$ cat src/rtl/video_pkg.sv
// Shared constants, state encoding and blank/sync window decode for the
// NES video timing controller.
package video_pkg;

    localparam logic [9:0] H_ACTIVE    = 10'd256;
    localparam logic [9:0] V_ACTIVE    = 10'd240;
    localparam logic [9:0] H_CROP_HI   = 10'd248;
    localparam logic [9:0] H_CROP_LO   = 10'd10;
    localparam logic [9:0] V_CROP_HI   = 10'd230;
    localparam logic [9:0] V_CROP_LO   = 10'd6;
    localparam logic [9:0] HSYNC_START = 10'd277;
    localparam logic [9:0] HSYNC_END   = 10'd318;
    localparam logic [9:0] VSYNC_START = 10'd245;
    localparam logic [9:0] VSYNC_END   = 10'd254;

    // PPU pre-render line as reported on count_v
    localparam logic [8:0] PRE_RENDER_LINE = 9'd511;

    typedef enum logic [1:0] {
        VT_ACQUIRE,
        VT_TRACK,
        VT_FREE
    } vt_state_e;

    typedef struct packed {
        logic hblank;
        logic vblank;
        logic hsync;
        logic vsync;
    } blank_sync_t;

    function automatic blank_sync_t calc_blank_sync(
        input logic [9:0] hc,
        input logic [9:0] vc,
        input logic       crop
    );
        blank_sync_t r;
        if (crop) begin
            r.hblank = (hc > H_CROP_HI) || (hc < H_CROP_LO);
            r.vblank = (vc > V_CROP_HI) || (vc < V_CROP_LO);
        end else begin
            r.hblank = (hc >= H_ACTIVE);
            r.vblank = (vc >= V_ACTIVE);
        end
        r.hsync = (hc >= HSYNC_START) && (hc < HSYNC_END);
        r.vsync = (vc >= VSYNC_START) && (vc < VSYNC_END);
        return r;
    endfunction

endpackage

$ cat src/rtl/video_ce_gen.sv
// Pixel clock-enable generator: a free-running 4-bit phase counter giving
// pix_ce once every 16 clocks and pix_ce_n half a period later.
module video_ce_gen (
    input  logic clk,
    input  logic reset_n,
    output logic pix_ce,
    output logic pix_ce_n
);

    logic [3:0] cnt_q, cnt_d;
    logic       pix_ce_q, pix_ce_d;
    logic       pix_ce_n_q, pix_ce_n_d;

    // Next phase and enable decode
    always_comb begin
        cnt_d      = cnt_q + 4'd1;
        pix_ce_d   = (cnt_q == 4'd0);
        pix_ce_n_d = (cnt_q == 4'd8);
    end

    // Phase counter and registered enables
    always_ff @(posedge clk or negedge reset_n) begin
        if (!reset_n) begin
            cnt_q      <= '0;
            pix_ce_q   <= 1'b0;
            pix_ce_n_q <= 1'b0;
        end else begin
            cnt_q      <= cnt_d;
            pix_ce_q   <= pix_ce_d;
            pix_ce_n_q <= pix_ce_n_d;
        end
    end

    assign pix_ce   = pix_ce_q;
    assign pix_ce_n = pix_ce_n_q;

endmodule

$ cat src/rtl/video_timing_ctl.sv
// Video timing controller: follows the PPU beam counters while PPU frame
// starts keep arriving and falls back to internal free-running counters
// when they stop, so blanking and sync stay stable downstream.
// Build option VIDEO_TIMING_OVERSCAN_EN enables the hide_overscan crop windows.
module video_timing_ctl
    import video_pkg::*;
#(
    parameter int H_TOTAL     = 341,
    parameter int V_TOTAL     = 262,
    parameter int LOCK_FRAMES = 3
) (
    input  logic       clk,
    input  logic       reset_n,
    input  logic [8:0] count_h,
    input  logic [8:0] count_v,
    input  logic       hide_overscan,
    output logic       pix_ce,
    output logic       pix_ce_n,
    output logic [9:0] hc,
    output logic [9:0] vc,
    output logic       hblank,
    output logic       vblank,
    output logic       hsync,
    output logic       vsync,
    output logic       locked,
    output logic       free_run
);

    localparam logic [9:0] H_LAST   = 10'(H_TOTAL - 1);
    localparam logic [9:0] V_LAST   = 10'(V_TOTAL - 1);
    localparam logic [2:0] LOCK_CNT = 3'(LOCK_FRAMES);
    localparam blank_sync_t BS_RESET = '{hblank: 1'b1, vblank: 1'b1, hsync: 1'b0, vsync: 1'b0};

    vt_state_e   state_q, state_d;
    logic [9:0]  h_q, h_d;
    logic [9:0]  v_q, v_d;
    logic [8:0]  old_count_v_q, old_count_v_d;
    logic [2:0]  miss_q, miss_d;
    logic [2:0]  miss_inc;
    logic        locked_q, locked_d;
    logic        free_run_q, free_run_d;
    blank_sync_t bs_q, bs_d;
    logic        frame_start;
    logic        frame_wrap;
    logic        crop;

    video_ce_gen u_ce_gen (
        .clk      (clk),
        .reset_n  (reset_n),
        .pix_ce   (pix_ce),
        .pix_ce_n (pix_ce_n)
    );

`ifdef VIDEO_TIMING_OVERSCAN_EN
    assign crop = hide_overscan;
`else
    logic unused_hide_overscan;
    assign unused_hide_overscan = hide_overscan;
    assign crop = 1'b0;
`endif

    // Position source: PPU counts unless free-running
    always_comb begin
        if (state_q == VT_FREE) begin
            hc = h_q;
            vc = v_q;
        end else begin
            hc = {1'b0, count_h};
            vc = {1'b0, count_v};
        end
    end

    // Frame-start detect, internal counters, miss counter and next state
    always_comb begin
        frame_start   = pix_ce_n && (old_count_v_q == PRE_RENDER_LINE) && (count_v == 9'd0);
        frame_wrap    = 1'b0;
        old_count_v_d = old_count_v_q;
        h_d           = h_q;
        v_d           = v_q;
        miss_d        = miss_q;
        state_d       = state_q;
        miss_inc      = (miss_q == 3'd7) ? miss_q : miss_q + 3'd1;
        if (pix_ce_n) begin
            old_count_v_d = count_v;
            if (frame_start) begin
                h_d = '0;
                v_d = '0;
            end else if (h_q == H_LAST) begin
                h_d = '0;
                if (v_q == V_LAST) begin
                    v_d        = '0;
                    frame_wrap = 1'b1;
                end else begin
                    v_d = v_q + 10'd1;
                end
            end else begin
                h_d = h_q + 10'd1;
            end

            if (frame_start) begin
                miss_d = '0;
            end else if (frame_wrap) begin
                miss_d = miss_inc;
            end

            case (state_q)
                VT_ACQUIRE, VT_TRACK: begin
                    if (frame_start) begin
                        state_d = VT_TRACK;
                    end else if (frame_wrap && (miss_inc >= LOCK_CNT)) begin
                        state_d = VT_FREE;
                    end
                end
                VT_FREE: begin
                    if (frame_start) begin
                        state_d = VT_TRACK;
                    end
                end
                default: state_d = VT_ACQUIRE;
            endcase

            // Any state change restarts the miss count
            if (state_d != state_q) begin
                miss_d = '0;
            end
        end
    end

    // Status flags and blank/sync decode for the register stage
    always_comb begin
        locked_d   = (state_d == VT_TRACK);
        free_run_d = (state_d == VT_FREE);
        bs_d       = bs_q;
        if (pix_ce) begin
            bs_d = calc_blank_sync(hc, vc, crop);
        end
    end

    // Controller state and registered outputs
    always_ff @(posedge clk or negedge reset_n) begin
        if (!reset_n) begin
            state_q       <= VT_ACQUIRE;
            h_q           <= '0;
            v_q           <= '0;
            old_count_v_q <= '0;
            miss_q        <= '0;
            locked_q      <= 1'b0;
            free_run_q    <= 1'b0;
            bs_q          <= BS_RESET;
        end else begin
            state_q       <= state_d;
            h_q           <= h_d;
            v_q           <= v_d;
            old_count_v_q <= old_count_v_d;
            miss_q        <= miss_d;
            locked_q      <= locked_d;
            free_run_q    <= free_run_d;
            bs_q          <= bs_d;
        end
    end

    assign hblank   = bs_q.hblank;
    assign vblank   = bs_q.vblank;
    assign hsync    = bs_q.hsync;
    assign vsync    = bs_q.vsync;
    assign locked   = locked_q;
    assign free_run = free_run_q;

endmodule

$ cat config.mk
export PLATFORM = sky130hd
export DESIGN_NAME = video_timing_ctl
export DESIGN_NICKNAME = d
export VERILOG_FILES = /design/src/rtl/video_pkg.sv /design/src/rtl/video_ce_gen.sv /design/src/rtl/video_timing_ctl.sv
export SDC_FILE = /design/constraint.sdc
export NUM_CORES = 1
export LEC_CHECK = 0
export ABC_AREA = 0
export BUFFER_PORTS_ARGS = -buffer_cell sky130_fd_sc_hd__buf_2
export CAP_MARGIN = 0
export CORE_UTILIZATION = 45
export CTS_CLUSTER_SIZE = 14
export DETAILED_ROUTE_END_ITERATION = 8
export PLACE_DENSITY = 0.67
export SLEW_MARGIN = 40
export SYNTH_ARGS = -nofsm -noshare
export SYNTH_HDL_FRONTEND = slang
export SYNTH_SLANG_ARGS = --single-unit
$ cat constraint.sdc
create_clock -name clk -period 2.39 [get_ports clk]
set_clock_uncertainty 0.05 [all_clocks]
set_input_delay 0.239 -clock clk [delete_from_list [all_inputs] [get_ports clk]]
set_output_delay 0.239 -clock clk [all_outputs]
set_load 0.01 [all_outputs]
==> summary.log <==
[status] outcome complete, no violations
[yosys] number of library cell types mapped by synthesis 53
[die] I/O pin total 49
[yosys] most used standard cell by instance count after synthesis sky130_fd_sc_hd__dfrtp_1
[clock_network] clock sink total 46
[global_routing] M2 GR Usage 33.5%
[die] Total Die Area 6120 sq um
[timing] min cycle time layout 2180 ps
[drt] routed length per instance 14.5 um
[finish] Final Util 55.5%
[drt] Antenna Violating Nets Remaining 0
[finish] number of antenna diodes 0
[clock_network] total of hold buffers inserted after clock tree synthesis 1
[finish] area growth from synthesis to final layout 17.6%
[yosys] Commonest cells post-synth sky130_fd_sc_hd__dfrtp_1, sky130_fd_sc_hd__nand2_1, sky130_fd_sc_hd__mux2_2, sky130_fd_sc_hd__a21oi_1, sky130_fd_sc_hd__nor2_1
[timing] Least-Margin Pin Slew 601 ps
[yosys] mean post-synth cell area 9.40 sq um
[yosys] Post-synth EDFFs 0
[timing] max-slew violation count 0
[setup_path] sequence of cells on the critical path nand2b_1 -> mux2i_1 -> buf_4 -> inv_1 -> buf_2
[finish] number of fillers in the final layout 536
[setup_path] critical path's slowest cell sky130_fd_sc_hd__dfrtp_1
[clock_network] clock tree from TritonCTS done
[die] die width 78.2 um
[yosys] Mapped Nets 306
[power_and_ir_drop] highest ir drop seen on vdd 0.324 mV
[yosys] top flip-flop cell by instance count after synthesis sky130_fd_sc_hd__dfrtp_1
[die] core box area 5540 sq um
[setup_path] kind of critical path reg -> out
[finish] share of layout cells above drive strength 1 29.0%
[timing] Rel. slew slack 59.6%
[setup_path] required time worst endpoint 2100 ps
[die] floorplan die height 78.2 um
[setup_path] largest driver fanout on the critical path 12
[yosys] cell type with the largest total area after synthesis sky130_fd_sc_hd__dfrtp_1
[yosys] dominant cells by area after synthesis sky130_fd_sc_hd__dfrtp_1, sky130_fd_sc_hd__mux2_2, sky130_fd_sc_hd__nand2_1, sky130_fd_sc_hd__ha_1, sky130_fd_sc_hd__a21oi_1
[power_and_ir_drop] leakage power of the design 1.37 nW
[clock_network] post_cts resized 0
[yosys] number of synthesized register bits 46
[global_routing] global-route wire length before repair 10.1 mm
[global_routing] pin count of the biggest net entering global routing 20
[clock_network] clock latency at the later pin of the worst-skew pair 310 ps
[clock_network] clock-pin slew of the registers on the worst-case setup and hold paths 90 ps
[setup_path] Worst setup EP type output pin
[timing] Final Hold Fails 0
[timing] Final Cycle Share 91.1%
[global_routing] grt met3 use 3.84%
[global_routing] grt ovf 0
[clock_network] number of post-CTS setup repair buffers 0
[drt] count of routing violations after the opening detailed-route iteration 109
[finish] # nets final 361
[placed_design] final HPWL from detailed placement 4.45 mm
[timing] number of setup violations in the final report 0
[drt] total vias in the final route 2220
[global_routing] antenna violations before repair 0
[placed_design] Post-Place Setup Slack 266 ps
[yosys] yosys warns 0
[clock_network] Max Root-Sink Buffers 2
[yosys] sequential-to-total area share from yosys stat 44.1%
[placed_design] total of buffers placed on input and output ports 47
[global_routing] grt met1 use 28.8%
[die] Initial Util 47.2%
[clock_network] number of CTS-inserted buffers 5
[yosys] share of the synthesized area in the top cell type 42.1%
[drt] Residual DRC 0
[placed_design] Final Wtd Congestion 0.816
[drt] final wirelength 5.88 mm
[drt] drt via density 5.47
[yosys] area of the mapped netlist 2610 sq um
[global_routing] GRT Total Usage 21.0%
[yosys] fraction of registers with async set or reset after synthesis 100%
[power_and_ir_drop] overall power consumption 1.33 mW
[min_path] Hold Path Class in -> reg
[clock_network] H-tree level count 2
[setup_path] arrival time of the worst setup path 1890 ps
[global_routing] busiest metal layer after global routing met2
[drt] Detailed Routing Iterations Pass 1 4
[global_routing] vias in the first global route 2088
[clock_network] CTS root buf sky130_fd_sc_hd__clkbuf_8
[job] max cap viols 0
[timing] final setup slack of the worst path 212 ps
[setup_path] category of the worst setup path launch point flip-flop
[timing] setup repair after global routing missed its margin no
[power_and_ir_drop] pwr/cell area 434 nW/um^2
[setup_path] delay of the slowest cell on the worst path 510 ps
[timing] final total negative setup slack 0 ps
[die] Row Count 27
[timing] top achievable clock speed 459 MHz
[yosys] gate count of the mapped netlist 278
cell families (layout without fill, tap and decap cells):
kind of cell	Yosys count	after routing	share of synthesized area [%]
adder cells (fa/ha/maj)	7	7	3.35
AO/OA/AOI/OAI	51	51	12.2
multiplexers	21	21	8.90
flip-flops	46	46	44.1
AND/OR/NAND/NOR	122	122	24.9
buffers and inverters	22	78	3.54
XOR/XNOR	9	9	3.02
metal layers:
layer | vias up | wire length [um]
li1 | 1099 | -
met1 | 1054 | 2730
met2 | 61 | 2780
met3 | 6 | 325
met4 | 0 | 50
met5 | - | 0
through the flow:
stage / hold WS (ps) / instance area, sq um / cells
after floorplan: -107 / 2610 / 278
after global placement: 122 / 2970 / 397
after detailed placement: 118 / 2970 / 397
after CTS: 134 / 3070 / 406
after global routing: 145 / 3070 / 406
final: 147 / 3070 / 406
placed cells by master, fill, tap and decap left out, drive strengths merged, types with 2 or more instances in the layout:
cell type	Yosys	layout
a21o	2	2
nor2b	4	4
mux2	18	18
a32o	2	2
buf	3	58
inv	11	12
nand2b	3	3
o21ai	14	14
nand3	12	12
a31oi	3	3
mux2i	3	3
a21oi	17	17
nor3	10	10
or3	4	4
nand2	39	39
nor4	2	2
and2	5	5
nor4bb	2	2
dfrtp	44	44
xnor2	2	2
nor2	16	16
nand3b	2	2
nand4	6	6
ha	7	7
and3	8	8
xor2	7	7
clkbuf	8	5
clkinvlp	0	2
or4	2	2
o31ai	4	4
dfstp	2	2
worst max-delay path, delay by kind of cell, from the launching register on:
family        cells  cell delay [ps]
flops             1              510
simple gates      1              470
buf+inv           3              300
mux               1              290
report_power, final:
group          total [mW]  internal [mW]  switching, mW
Clock               0.494          0.209          0.284
Sequential          0.789          0.785        0.00385
Combinational      0.0498         0.0219         0.0279
flip-flops by register name (all words and copies together), names as in the netlist:
signal,flops
free_run,1
h_q,10
hblank,1
hsync,1
locked,1
miss_q,3
old_count_v_q,9
state_q,2
u_ce_gen.cnt_q,4
u_ce_gen.pix_ce,1
u_ce_gen.pix_ce_n,1
v_q,10
vblank,1
vsync,1
path summary, 6_finish.rpt:
check	to	startpoint	cells after the start	slack, ps
max	hc[5]	state_q[1]	5	210
min	old_count_v_q[0]	count_v[0]	2	150
max reg2reg	v_q[8]	h_q[1]	7	250
min reg2reg	u_ce_gen.pix_ce	u_ce_gen.cnt_q[3]	1	430
max in group asynchronous	hblank	reset_n	3	1340
min in group asynchronous	free_run	reset_n	2	320
area by class of cell:
class / instances / area (sq um) / area share (%)
clock buffers: 5 / 68.8 / 2.24
clock inverters: 3 / 23.8 / 0.774
inverters: 11 / 41.3 / 1.34
multi-input cells: 210 / 1370 / 44.5
flip-flops and latches: 46 / 1150 / 37.5
well taps: 72 / 90.1 / 2.93
repair buffers: 59 / 328 / 10.7
Note: power is estimated with default switching activity, not from simulation.
